<file path="src/rtl/mem_bridge.sv">
// ---------------------------------------------------------------------------
// mem_bridge
// Bridges the load/store unit of the core onto a simple valid/ready memory
// bus. One access is in flight at a time. The core is stalled while the
// access is outstanding. Load data comes back low-aligned on mem_dout.
//
// Parameters
//   XLEN        data/address width in bits (only 32 is supported)
//
// Ports
//   clk, rst_n  sole clock (rising edge), asynchronous active-low reset
//   mem_r       load request
//   mem_w       store byte strobes, low-aligned (0001 / 0011 / 1111)
//   mem_size    load width (0 byte, 1 half, 2 word)
//   mem_addr    byte address
//   mem_din     store data, low-aligned
//   mem_dout    load data, low-aligned, held until the next load completes
//   stall       holds the core while an access is outstanding
//   misalign    one-cycle misaligned-access pulse (trap build only)
//   bus_valid / bus_ready       request handshake
//   bus_we, bus_be, bus_addr, bus_wdata   request fields, lane-positioned
//   bus_rdata / bus_rvalid      read response
//
// Build option
//   MEM_BRIDGE_MISALIGN_TRAP_EN  when defined, misaligned half/word accesses
//   are not sent to the bus; they finish in DONE with misalign=1. When it
//   is undefined, misalign is tied low and misaligned accesses are issued
//   with shifted strobes and data. Bits shifted past lane 3 are dropped.
// ---------------------------------------------------------------------------
module mem_bridge #(
   parameter int XLEN = 32
) (
   input  logic              clk,
   input  logic              rst_n,
   input  logic              mem_r,
   input  logic [XLEN/8-1:0] mem_w,
   input  logic [1:0]        mem_size,
   input  logic [XLEN-1:0]   mem_addr,
   input  logic [XLEN-1:0]   mem_din,
   output logic [XLEN-1:0]   mem_dout,
   output logic              stall,
   output logic              misalign,
   output logic              bus_valid,
   input  logic              bus_ready,
   output logic              bus_we,
   output logic [XLEN/8-1:0] bus_be,
   output logic [XLEN-1:0]   bus_addr,
   output logic [XLEN-1:0]   bus_wdata,
   input  logic [XLEN-1:0]   bus_rdata,
   input  logic              bus_rvalid
);

   typedef enum logic [1:0] {IDLE, REQ, RESP, DONE} state_t;

   state_t            state;
   state_t            state_next;
   logic [XLEN-1:0]   addr_q;
   logic [XLEN-1:0]   din_q;
   logic [XLEN/8-1:0] wstrb_q;
   logic              req_present;
   logic              is_write_q;
   logic              trap_now;

   // Any store strobe makes the access a write, even if mem_r is also high.
   assign req_present = mem_r || (mem_w != '0);
   assign is_write_q  = (wstrb_q != '0);

`ifdef MEM_BRIDGE_MISALIGN_TRAP_EN
   logic [1:0] size_q;

   // Access width comes from the strobes for stores and from mem_size for loads.
   function automatic logic is_misaligned(input logic [XLEN/8-1:0] w,
                                          input logic [1:0]        size,
                                          input logic [1:0]        a);
      logic half;
      logic word;
      if (w != '0) begin
         half = (w == (XLEN/8)'(3));
         word = (w == '1);
      end else begin
         half = (size == 2'd1);
         word = (size == 2'd2);
      end
      return (half && (a == 2'd3)) || (word && (a != 2'd0));
   endfunction

   assign trap_now = req_present && is_misaligned(mem_w, mem_size, mem_addr[1:0]);

   // A trapped access is the only way into DONE with misaligned latched
   // fields, so the pulse can be decoded from the latches.
   assign misalign = (state == DONE) && is_misaligned(wstrb_q, size_q, addr_q[1:0]);

   // The load width only matters for misalignment detection in DONE.
   always_ff @(posedge clk or negedge rst_n) begin
      if (!rst_n) begin
         size_q <= '0;
      end else if (state == IDLE && req_present) begin
         size_q <= mem_size;
      end
   end
`else
   logic size_unused;

   assign size_unused = ^mem_size;
   assign trap_now    = 1'b0;
   assign misalign    = 1'b0;
`endif

   // State register.
   always_ff @(posedge clk or negedge rst_n) begin
      if (!rst_n) begin
         state <= IDLE;
      end else begin
         state <= state_next;
      end
   end

   // Next-state logic. DONE ignores any request so the core gets one
   // unstalled cycle to retire the access before a new one can start.
   always_comb begin
      state_next = state;
      case (state)
         IDLE: begin
            if (req_present) begin
               state_next = trap_now ? DONE : REQ;
            end
         end
         REQ: begin
            if (bus_ready) begin
               state_next = is_write_q ? DONE : RESP;
            end
         end
         RESP: begin
            if (bus_rvalid) begin
               state_next = DONE;
            end
         end
         DONE:    state_next = IDLE;
         default: state_next = IDLE;
      endcase
   end

   // Request fields are captured once in IDLE. They stay stable through
   // REQ until the bus accepts them.
   always_ff @(posedge clk or negedge rst_n) begin
      if (!rst_n) begin
         addr_q  <= '0;
         din_q   <= '0;
         wstrb_q <= '0;
      end else if (state == IDLE && req_present) begin
         addr_q  <= mem_addr;
         din_q   <= mem_din;
         wstrb_q <= mem_w;
      end
   end

   // Load data is right-shifted back to low alignment. It is captured only
   // in RESP, so a stray rvalid in any other state has no effect.
   always_ff @(posedge clk or negedge rst_n) begin
      if (!rst_n) begin
         mem_dout <= '0;
      end else if (state == RESP && bus_rvalid) begin
         mem_dout <= bus_rdata >> {addr_q[1:0], 3'b000};
      end
   end

   // Bus request fields. Strobes and data shifted past lane 3 are dropped.
   assign stall     = (state == IDLE && req_present) || (state == REQ) || (state == RESP);
   assign bus_valid = (state == REQ);
   assign bus_we    = (state == REQ) && is_write_q;
   assign bus_be    = is_write_q ? (wstrb_q << addr_q[1:0]) : '1;
   assign bus_addr  = {addr_q[XLEN-1:2], 2'b00};
   assign bus_wdata = din_q << {addr_q[1:0], 3'b000};

endmodule

</file>
<file path="config.mk">
export PLATFORM = sky130hd
export DESIGN_NAME = mem_bridge
export DESIGN_NICKNAME = d
export VERILOG_FILES = /design/src/rtl/mem_bridge.sv
export SDC_FILE = /design/constraint.sdc
export NUM_CORES = 1
export LEC_CHECK = 0
export CORE_ASPECT_RATIO = 0.7
export CORE_UTILIZATION = 35
export DETAILED_ROUTE_END_ITERATION = 16
export GPL_TIMING_DRIVEN = 0
export PLACE_DENSITY = 0.81
export REMOVE_ABC_BUFFERS = 1
export SYNTH_ARGS = -nofsm -noshare
export SYNTH_HDL_FRONTEND = slang
export SYNTH_SLANG_ARGS = --single-unit
</file>
<file path="constraint.sdc">
create_clock -name clk -period 1.75 [get_ports clk]
set_input_delay 0.35 -clock clk [delete_from_list [all_inputs] [get_ports clk]]
set_output_delay 0.35 -clock clk [all_outputs]
set_load 0.05 [all_outputs]
</file>
Yosys cells after proc, flatten, opt, wreduce, memory -nomap -nowiden --
Index checks and enable logic that the tools add are counted.
Word-level totals: logic and storage cells 30, bits of input ports 107, flip-flop bits (word level) 102
Cells by class: multiplexer cells 6, equal/unequal tests 6, reductions and logical operators 10, shift-type cells 3
Operators with widths (number):
- 32-bit by 5-bit left shift with 32-bit output | 1
- 32-bit by 5-bit >> shifter with 32-bit output | 1
- 2-bit case mux with 4 select lines | 1
- 4-bit nonzero test | 2
- 2-bit two-way mux | 3
- 2-bit equality test, second input constant | 2
- 4-bit two-way mux | 1
- 2-bit != test, second input constant | 2
- 4-bit by 2-bit left shift with 4-bit output | 1
- 1-bit logical AND | 3
- 1-bit logical OR | 3
- 3-bit AND reduction | 1
- 2-bit by 1-bit equality test with 1-bit output, second input constant | 1
- 2-bit logical NOT | 1
- 2-bit by 1-bit != test with 1-bit output, second input constant | 1
- 1-bit two-way mux | 1

Longest topological paths before layout --
depth after elaboration 5, gate-level depth with buffers 7, mapped depth without buffers 6

Worst setup path after synthesis --
Ideal clock, no wire load.
path kind register to output, from reg addr_q[0], to out bus_be[1], required time 1400 ps, path slack -728 ps, path buffers 2, cell stages (with the launch flop) 5, data arrival time 2128 ps, path through dfrtp_1 buf_2 buf_1 mux2i_1 o21ai_0
On the way: cells in the longest elaborated chain, start to end 2
Ends and longest elaborated chain:
- from (decl) | RTL line 57 | logic [XLEN-1:0] addr_q;
- from (signal assigned) | RTL line 151 | addr_q <= mem_addr;
- 4-bit by 2-bit left shift with 4-bit output | RTL line 171 | assign bus_be = is_write_q ? (wstrb_q << addr_q[1:0]) : '1;
- 4-bit two-way mux | RTL line 171
- to (decl) | RTL line 46 | output logic [XLEN/8-1:0] bus_be,
Every way passes these cells.

Final worst setup path --
from reg addr_q[1], to out bus_wdata[22]
On the way: cells in the longest elaborated chain, start to end 1
Ends and longest elaborated chain:
- 32-bit by 5-bit left shift with 32-bit output | RTL line 173 | assign bus_wdata = din_q << {addr_q[1:0], 3'b000};
- to (decl) | RTL line 48 | output logic [XLEN-1:0] bus_wdata,
Every way passes these cells.

==> impl_metrics.yaml <==
clock_network:
  clkLatencyLatePin_ps: 340
  cts_root_buf: "clkbuf_16"
  cts.path.max_buffers: 2
  cts_tree: "yes"
  numCtsBuffers: 9
  clk_pin_slew_worst_paths_ps: 80
  clock_sinks: 102
  cts.htree.levels: 3
yosys:
  synth.distinct_cells: 30
  yosys.area_share.simple_pct: 9.038
  synthMuxAreaShare_pct: 22.51
  yosys_warnings: 0
  synth_top_family_by_area: "multiplexers"
  synth-compound-area-share_pct: 9.983
  netlist.area_leader.share_pct: 49.43
  synth_largest_area_cell: "dfrtp_1"
  netlist_instances: 462
  yosys-top-cells-area: "dfrtp_1 49%, mux2_2 15%, mux2i_1 6.6%"
  synth-xor-area-share_pct: 0
  synth.most_common_cell: "dfrtp_1"
  ys_seq_area_share_pct: 49.43
  synthFlopType: "dfrtp_1"
  syn_area_mm2: 0.005164
  synthArstFlopShare_pct: 100.0
  synth_fa_ha_area_share_pct: 0.9692
  syn_avg_cell_area_um2: 11.18
  synth_common_cells: "102 x dfrtp_1, 68 x mux2_2, 38 x buf_4, 38 x nand2_1, 34 x mux2i_1"
  synth-edff-count: 0
  ys_ff_latch: 102
sta:
  finalCritPeriodShare_pct: 121.4
  setup_viol: 38
  slew_headroom_pct: 65.45
  worst_pin_slew_ps: 520.3
  skew_ps: 9.012
  rsz0062_at_grt: "yes"
  timing.final.ws_setup_ps: -374.6
  whs_ps: 200.9
  fin_crit_ps: 2125
  max_freq_mhz: 470.7
  hold_violations: 0
  maxSlewViolCount: 0
routing:
  via_per_inst: 5.048
  drc: 0
  routed_wirelength_um: 16710
  postRouteAntennaNets: 0
  drtPass1Iterations: 4
  wl_per_cell_um: 19.26
  drt_iter0_markers: 168
  vias: 4382
status:
  violations: "negative setup slack"
  status: "finished, violations left"
place:
  gp_congestion: 0.8112
  dpl.hpwl_um: 9726
  dpl_cell_area_mm2: 0.007199
  io_buffers: 205
  pre_cts_ws_ps: -1512
global_routing:
  grt_use_total_pct: 20.89
  grt_pass1_wl_um: 24940
  antenna_found_initial: 1
  grt_max_degree: 69
  grt_overflow: 0
  grt_pass1_vias: 4553
cells_and_area:
  drive_above_1_share_pct: 40.18
  syn2layout_area_growth_pct: 66.90
  num-nets-final: 783
  final_area_mm2: 0.008618
  fin_util_pct: 60.93
setup_path:
  crit_path_max_fanout: 6
  arrival_ps: 1770
  start_kind: "flop"
  worst_setup_path_end_kind: "output pin"
  crit_type: "flop to output pin"
  required_ps: 1400
floorplanning:
  die-area_mm2: 0.01525
  die_x_um: 147.2
  die_h_um: 103.6
  fp-row-count: 36
  core_area_mm2: 0.01414
  num_io_pins: 211
  start_util_pct: 36.51
hold_path:
  hold_class: "input port to flop"
flow_run:
  drv_cap: 0
[registers in the layout, indices dropped and copies added (netlist names)]
name / flops
wstrb_q: 4
din_q: 32
state: 2
addr_q: 32
mem_dout: 32
[layout by cell type (no fill, tap or decap), types with 6 or more instances in the layout]
master,synthesis,layout
a211oi_1,17,7
a211oi_2,0,10
a21oi_1,27,21
a21oi_2,0,6
a22o_1,9,9
and2_4,0,8
buf_12,0,9
buf_4,38,32
buf_6,2,31
buf_8,0,16
clkbuf_16,0,11
clkdlybuf4s50_1,0,99
dfrtp_1,102,95
dlygate4sd2_1,0,62
mux2_2,68,68
mux2i_1,34,22
mux2i_4,0,8
nand2_1,38,29
nor2_1,20,15
nor2b_1,19,13
nor2b_4,0,6
o21ai_0,26,16
o21ai_2,0,8
[final timing paths]
path                                    startpoint                 endpoint  cells past startpoint  slack, ps
max reg2reg                  addr_q[0]$_DFFE_PN0P_  mem_dout[1]$_DFFE_PN0P_                      7         50
max in group asynchronous                    rst_n     state[0]$_DFFE_PN0P_                      3        500
min reg2reg                mem_dout[9]$_DFFE_PN0P_  mem_dout[9]$_DFFE_PN0P_                      2        480
min                                       mem_w[0]   wstrb_q[0]$_DFFE_PN0P_                      3        200
min in group asynchronous                    rst_n   addr_q[29]$_DFFE_PN0P_                      2        510
max                          addr_q[1]$_DFFE_PN0P_            bus_wdata[22]                      7       -370
[logic make-up (layout without fill, tap and decap cells)]
logic type	count (synthesis)	in the layout
multiplexers	107	107
flip-flops	102	102
AND/OR/NAND/NOR	98	98
AO/OA/AOI/OAI	83	83
buffers and inverters	67	280
adder cells (fa/ha/maj)	4	4
other	1	4
[per-stage QoR]
step	setup TNS (ps)	std cells
2_1_floorplan	-118010	400
3_3_place_gp	-610270	795
3_5_place_dp	-120960	801
4_1_cts	-8397	850
5_1_grt	-11610	868
6_report	-9469	868
[layout make-up]
class	instances	area, um2
Tap cell	190	237.7
Multi-Input combinational cell	295	2709
Clock inverter	5	41.29
Antenna cell	1	2.502
Timing Repair Buffer	261	2795
Sequential cell	102	2566
Fill cell	1107	5525
Inverter	3	13.76
Clock buffer	11	252.7
[timing repair]
item | CTS | global route
endpoints found under the hold margin | 34 | 0
resized for setup | 430 | 89
hold buffers | 1 | 0
buffers inserted | 30 | 16
pin swaps | 15 | 14
endpoints found under the setup margin | 203 | 84
gates cloned | 2 | 2
[metal layers]
layer,global-route usage (%),part of all wire [%],vias up
met5,0,0,-
li1,-,-,1999
met2,35.01,50,156
met3,4.449,4.5,28
met1,26.68,43,2199
met4,6.996,2.1,0
[critical path: stages (launching register included)]
cell and delay, ps:
dfrtp_4 530, buf_8 160, nor2b_4 160, buf_12 140, buf_4 110, nand2_2 60
o21ai_2 80, buf_6 180
Power is left out: the tool's default activity adds up to more than one toggle a clock period on the data nets, which glitch-free logic cannot reach.
==> edit 1, RTL diff (config.mk and constraints unchanged) <==
Re-encode `state_t` (4 states) as one-hot, 4 bits wide.
--- a/src/rtl/mem_bridge.sv
+++ b/src/rtl/mem_bridge.sv
@@ -52,3 +52,3 @@
 
-   typedef enum logic [1:0] {IDLE, REQ, RESP, DONE} state_t;
+   typedef enum logic [3:0] {IDLE = 4'b0001, REQ = 4'b0010, RESP = 4'b0100, DONE = 4'b1000} state_t;
 
Behaviour: no difference found for any inputs over 10 cycles, from zero or initial values and one cycle with rst_n low; not proved beyond that.
==> edit 1 against the original RTL <==
The run still ends with negative setup slack left; critical endpoint is now bus_wdata[27]; register-to-register slack got worse by 240 ps; worst setup slack improved by 30 ps; cell count grew 2.0%; sequential cell count is 2 higher; highest routed layer unchanged; clock skew rose by 0.83 ps; fmax rose by 1.4%; wire length up 9.7%; final area up 7.3%; via count grew 1.1%; synthesized area is 3.6% higher.
Power is not shown: default switching activity piles up to over one toggle a cycle in this logic, so the estimate is an artifact.
==> edit 1: results (changes against the original RTL) <==
- Status: finished with violations
- Failing checks: negative setup slack
- DPL Wire Length: 9660 um (-0.70%)
- GPL Wtd Cong: 0.780 (-3.8%)
- WHS Endpoint: wstrb_q[3]
- CP endpoint: bus_wdata[27]
- FILL cells: 1129 (+2.0%)
- Unique masters post-synth: 38 (+27%)
- Hold Path Origin: mem_w[3]
- Met1 WL: 8020 um (+11%)
- WP data arrival: 1740 ps (-30 ps)
- Fin nets: 792 (+1.1%)
- R2r startpoint: state[2]
- Post-DP Area: 7370 sq um (+2.3%)
- Fin Clk Skew: 9.84 ps (+0.827 ps)
- Routed wl met2: 9140 um (+8.8%)
- Min setup slack post-route: -345 ps (+30.0 ps)
- Reg2reg setup slack: -190 ps (-240 ps)
- Commonest cells post-synth: 103 x dfrtp_1, 82 x mux2_2, 59 x mux2i_1
- Share of layout cells above drive strength 1: 45.5% (+5.3 points)
- Hold depth: 2 (-1)
- First-pass GRT wire length: 26600 um (+6.6%)
- Wire length per cell: 20.7 um (+7.6%)
- Routed vias: 4429 (+1.1%)
- Worst-Margin Slew: 555 ps (+35.2 ps)
- Tot GR Track Use: 22.4% (+1.5 points)
- N_diodes: 0 (-1)
- CP Max Fanout: 17 (+11)
- End of the worst register-to-register path: din_q[7]
- Post-CTS Setup Inserts: 47 (+57%)
- DRT iter0 DRCs: 190 (+13%)
- WL met3: 1020 um (+37%)
- Seq/Total Area, Yosys: 48.7% (-0.76 points)
- CTS H-tree lvls: 3 (unchanged)
- Initial antenna violation count: 0 (-1)
- CTS buffer count: 9 (unchanged)
- Final setup vio count: 120 (+220%)
- Synth top area cells: dfrtp_1 48%, mux2_2 17%, mux2i_1 11%
- Pin count of the biggest net entering global routing: 70 (+1.4%)
## edit 1: changes by cell type in the layout (fill, tap and decap cells not counted), moves of 8 or more
cell | before | now
o21ai_0 | 16 | 1
nor2b_1 | 13 | 2
nand2_1 | 29 | 14
mux2_4 | 0 | 28
a22o_1 | 9 | 1
buf_4 | 32 | 42
a21oi_1 | 21 | 8
mux2i_1 | 22 | 47
buf_6 | 31 | 40
inv_1 | 1 | 9
## edit 1: cells by family (layout without fill, tap and decap cells)
logic type	count (synthesis)	in the layout	share of synthesized area (%)
and+or+nand+nor	68	72	6.57
other	1	3	0.0701
muxes	150	150	30.2
buffers and inverters	73	314	8.37
AOI/OAI and AO/OA	47	47	6.13
DFF	104	104	48.7
## edit 1: critical path: cells and delay by family, from the launching register on
kind | cells | cell delay (ps)
flops | 1 | 530
mux | 1 | 220
buf+inv | 3 | 530
compound gates | 1 | 110
## edit 1: final cells by class
cell class | count | area share (%)
Inverter | 10 | 0.406
Multi-Input combinational cell | 272 | 30.8
Clock inverter | 6 | 1.06
Tap cell | 195 | 2.64
Timing Repair Buffer | 288 | 34.2
Sequential cell | 104 | 28.3
Clock buffer | 10 | 2.58
## edit 1: layer usage
| layer | vias to the layer above | global-route usage, % |
|---|---|---|
| met1 | 2230 | 28.5 |
| met2 | 156 | 37.5 |
| met5 | - | 0 |
| met3 | 17 | 5.24 |
| li1 | 2026 | - |
| met4 | 0 | 6.64 |
## edit 1: per-stage QoR
stage	setup WS [ps]	TNS, ps	std cells	hold WS [ps]	util, %
after floorplan	-1590	-128620	382	54.4	-
after global placement	-3540	-644270	782	477	48.9
after detailed placement	-1560	-110170	788	356	49.7
after CTS	-356	-13030	861	347	58.4
after global routing	-408	-27820	885	360	62.4
final	-345	-20420	885	361	62.4
==> edit 2, RTL diff (same settings) <==
Made on the original files. Add a define of `MEM_BRIDGE_MISALIGN_TRAP_EN`.
--- a/src/rtl/mem_bridge.sv
+++ b/src/rtl/mem_bridge.sv
@@ -29,2 +29,4 @@
 // ---------------------------------------------------------------------------
+`define MEM_BRIDGE_MISALIGN_TRAP_EN
+
 module mem_bridge #(
Behaviour: not the same (Yosys sat finds a counterexample within 4 cycles, from zero or initial values and one cycle with rst_n low).
==> edit 2 against the original RTL <==
The flow still finishes with violations (negative setup slack); sequential share of layout area fell by 0.95 points; sequential cell count rose by 2; worst setup slack got worse by 150 ps; wire length rose by 8.5%; synthesized area rose by 3.6%; non-clock buffer count rose by 21; highest routed layer unchanged; largest cell class unchanged; final area rose by 5.2%; synthesized cell count rose by 6.1%; cell count rose by 5.9%.
Power is not shown: default switching activity piles up to over one toggle a cycle in this logic, so the estimate is an artifact.
==> edit 2: results (changes against the original RTL) <==
- Synth top area cells: dfrtp_1 49%, mux2_2 16%, mux2i_1 6.4%
- R2R cell count: 8 (+1)
- First-pass GRT wire length: 26800 um (+7.4%)
- Top layer in use: met4
- Fin nets: 831 (+6.1%)
- N_diodes: 0 (-1)
- Initial antenna violation count: 0 (-1)
- Min setup slack post-route: -523 ps (-149 ps)
- Ys async rst share: 100% (unchanged)
- WP data arrival: 1920 ps (+150 ps)
- DR vias/cell: 5.14 (+1.8%)
- CTS H-tree lvls: 3 (unchanged)
- Max Root-Sink Buffers: 2 (unchanged)
- Failing checks: negative setup slack
- WL met3: 1300 um (+73%)
- Commonest cells post-synth: 104 x dfrtp_1, 74 x mux2_2, 43 x nand2_1
- Seq/Total Area, Yosys: 48.6% (-0.80 points)
- Post-DP Area: 7420 sq um (+3.1%)
- R2r startpoint: addr_q[1]
- FILL cells: 1182 (+6.8%)
- CP startpoint: wstrb_q[1]
- Fin Clk Skew: 7.93 ps (-1.08 ps)
- CP peak stage delay: 540 ps
- Routed wl met2: 8940 um (+6.5%)
- Status: finished with violations
- Unique masters post-synth: 36 (+20%)
- PortBufs: 208 (+1.5%)
- Root buf cell: clkbuf_16
- Crit-path slowest cell: or4_4
- Pin count of the biggest net entering global routing: 57 (-17%)
- Cell family with most CP delay: simple AND/OR/NAND/NOR gates
- Final setup vio count: 42 (+11%)
- Hold Crit Class: in2async
- Share of layout cells above drive strength 1: 41.9% (+1.7 points)
- DP Worst Slack: -1570 ps (-57.9 ps)
- DPL Wire Length: 10400 um (+6.7%)
- Vias in the first global route: 5069 (+11%)
- GPL Wtd Cong: 0.799 (-1.6%)
- Worst-Margin Slew: 658 ps (+138 ps)
- CP Max Fanout: 3 (-3)
- Wire length per cell: 19.7 um (+2.4%)
- TNS Setup: -12100 ps (-2630 ps)
- Tot GR Track Use: 22.2% (+1.3 points)
- DRT iter0 DRCs: 211 (+26%)
- Met1 WL: 7640 um (+5.7%)
edit 2: what timing repair did:
item	CTS	global route
pin swaps	19	25
resized for setup	462	101
setup buffers	36	27
endpoints found under the setup margin	206	91
cloned	8	3
edit 2: worst register-to-register path, stage by stage (launching register included):
cell and delay (ps):
dfrtp_4 520, buf_12 150, buf_8 120, buf_16 140, buf_8 140, buf_6 120
mux2i_4 190, a21oi_2 80, mux2_4 270
edit 2: cell type report:
type / count / area share (%)
Clock buffer: 9 / 2.48
Multi-Input combinational cell: 319 / 31.4
Clock inverter: 7 / 0.952
Inverter: 3 / 0.124
Sequential cell: 104 / 28.8
Tap cell: 195 / 2.69
Timing Repair Buffer: 282 / 33.5
edit 2: per-layer routing:
metal	vias up	global-route usage, %
li1	2149	-
met1	2367	27.6
met2	188	37.1
met3	21	6.23
met4	0	6.57
met5	-	0
edit 2: metrics by stage:
| stage | util, % | instances | hold slack (ps) |
|---|---|---|---|
| after global placement | 49.2 | 828 | 466 |
| after floorplan | - | 425 | 54.4 |
| final | 61.2 | 919 | 22.8 |
| after global routing | 61.2 | 919 | 68.8 |
| after detailed placement | 50.1 | 834 | 418 |
| after CTS | 57.0 | 893 | 37.1 |
edit 2: cells by family after synthesis:
logic type / after synthesis / synth area share, %
AND/OR/NAND/NOR: 114 / 10.3
multiplexers: 108 / 21.9
flip-flops: 104 / 48.6
AO/OA/AOI/OAI: 89 / 10.2
buffers and inverters: 69 / 7.62
adder cells (fa/ha/maj): 5 / 1.17
other: 1 / 0.0701
edit 2: final timing paths:
check	endpoint	slack, ps
max in group asynchronous	addr_q[0]	980
min	addr_q[27]	20
max	misalign	-520
max reg2reg	mem_dout[7]	-120
min in group clk	wstrb_q[1]	210
min reg2reg	mem_dout[8]	480
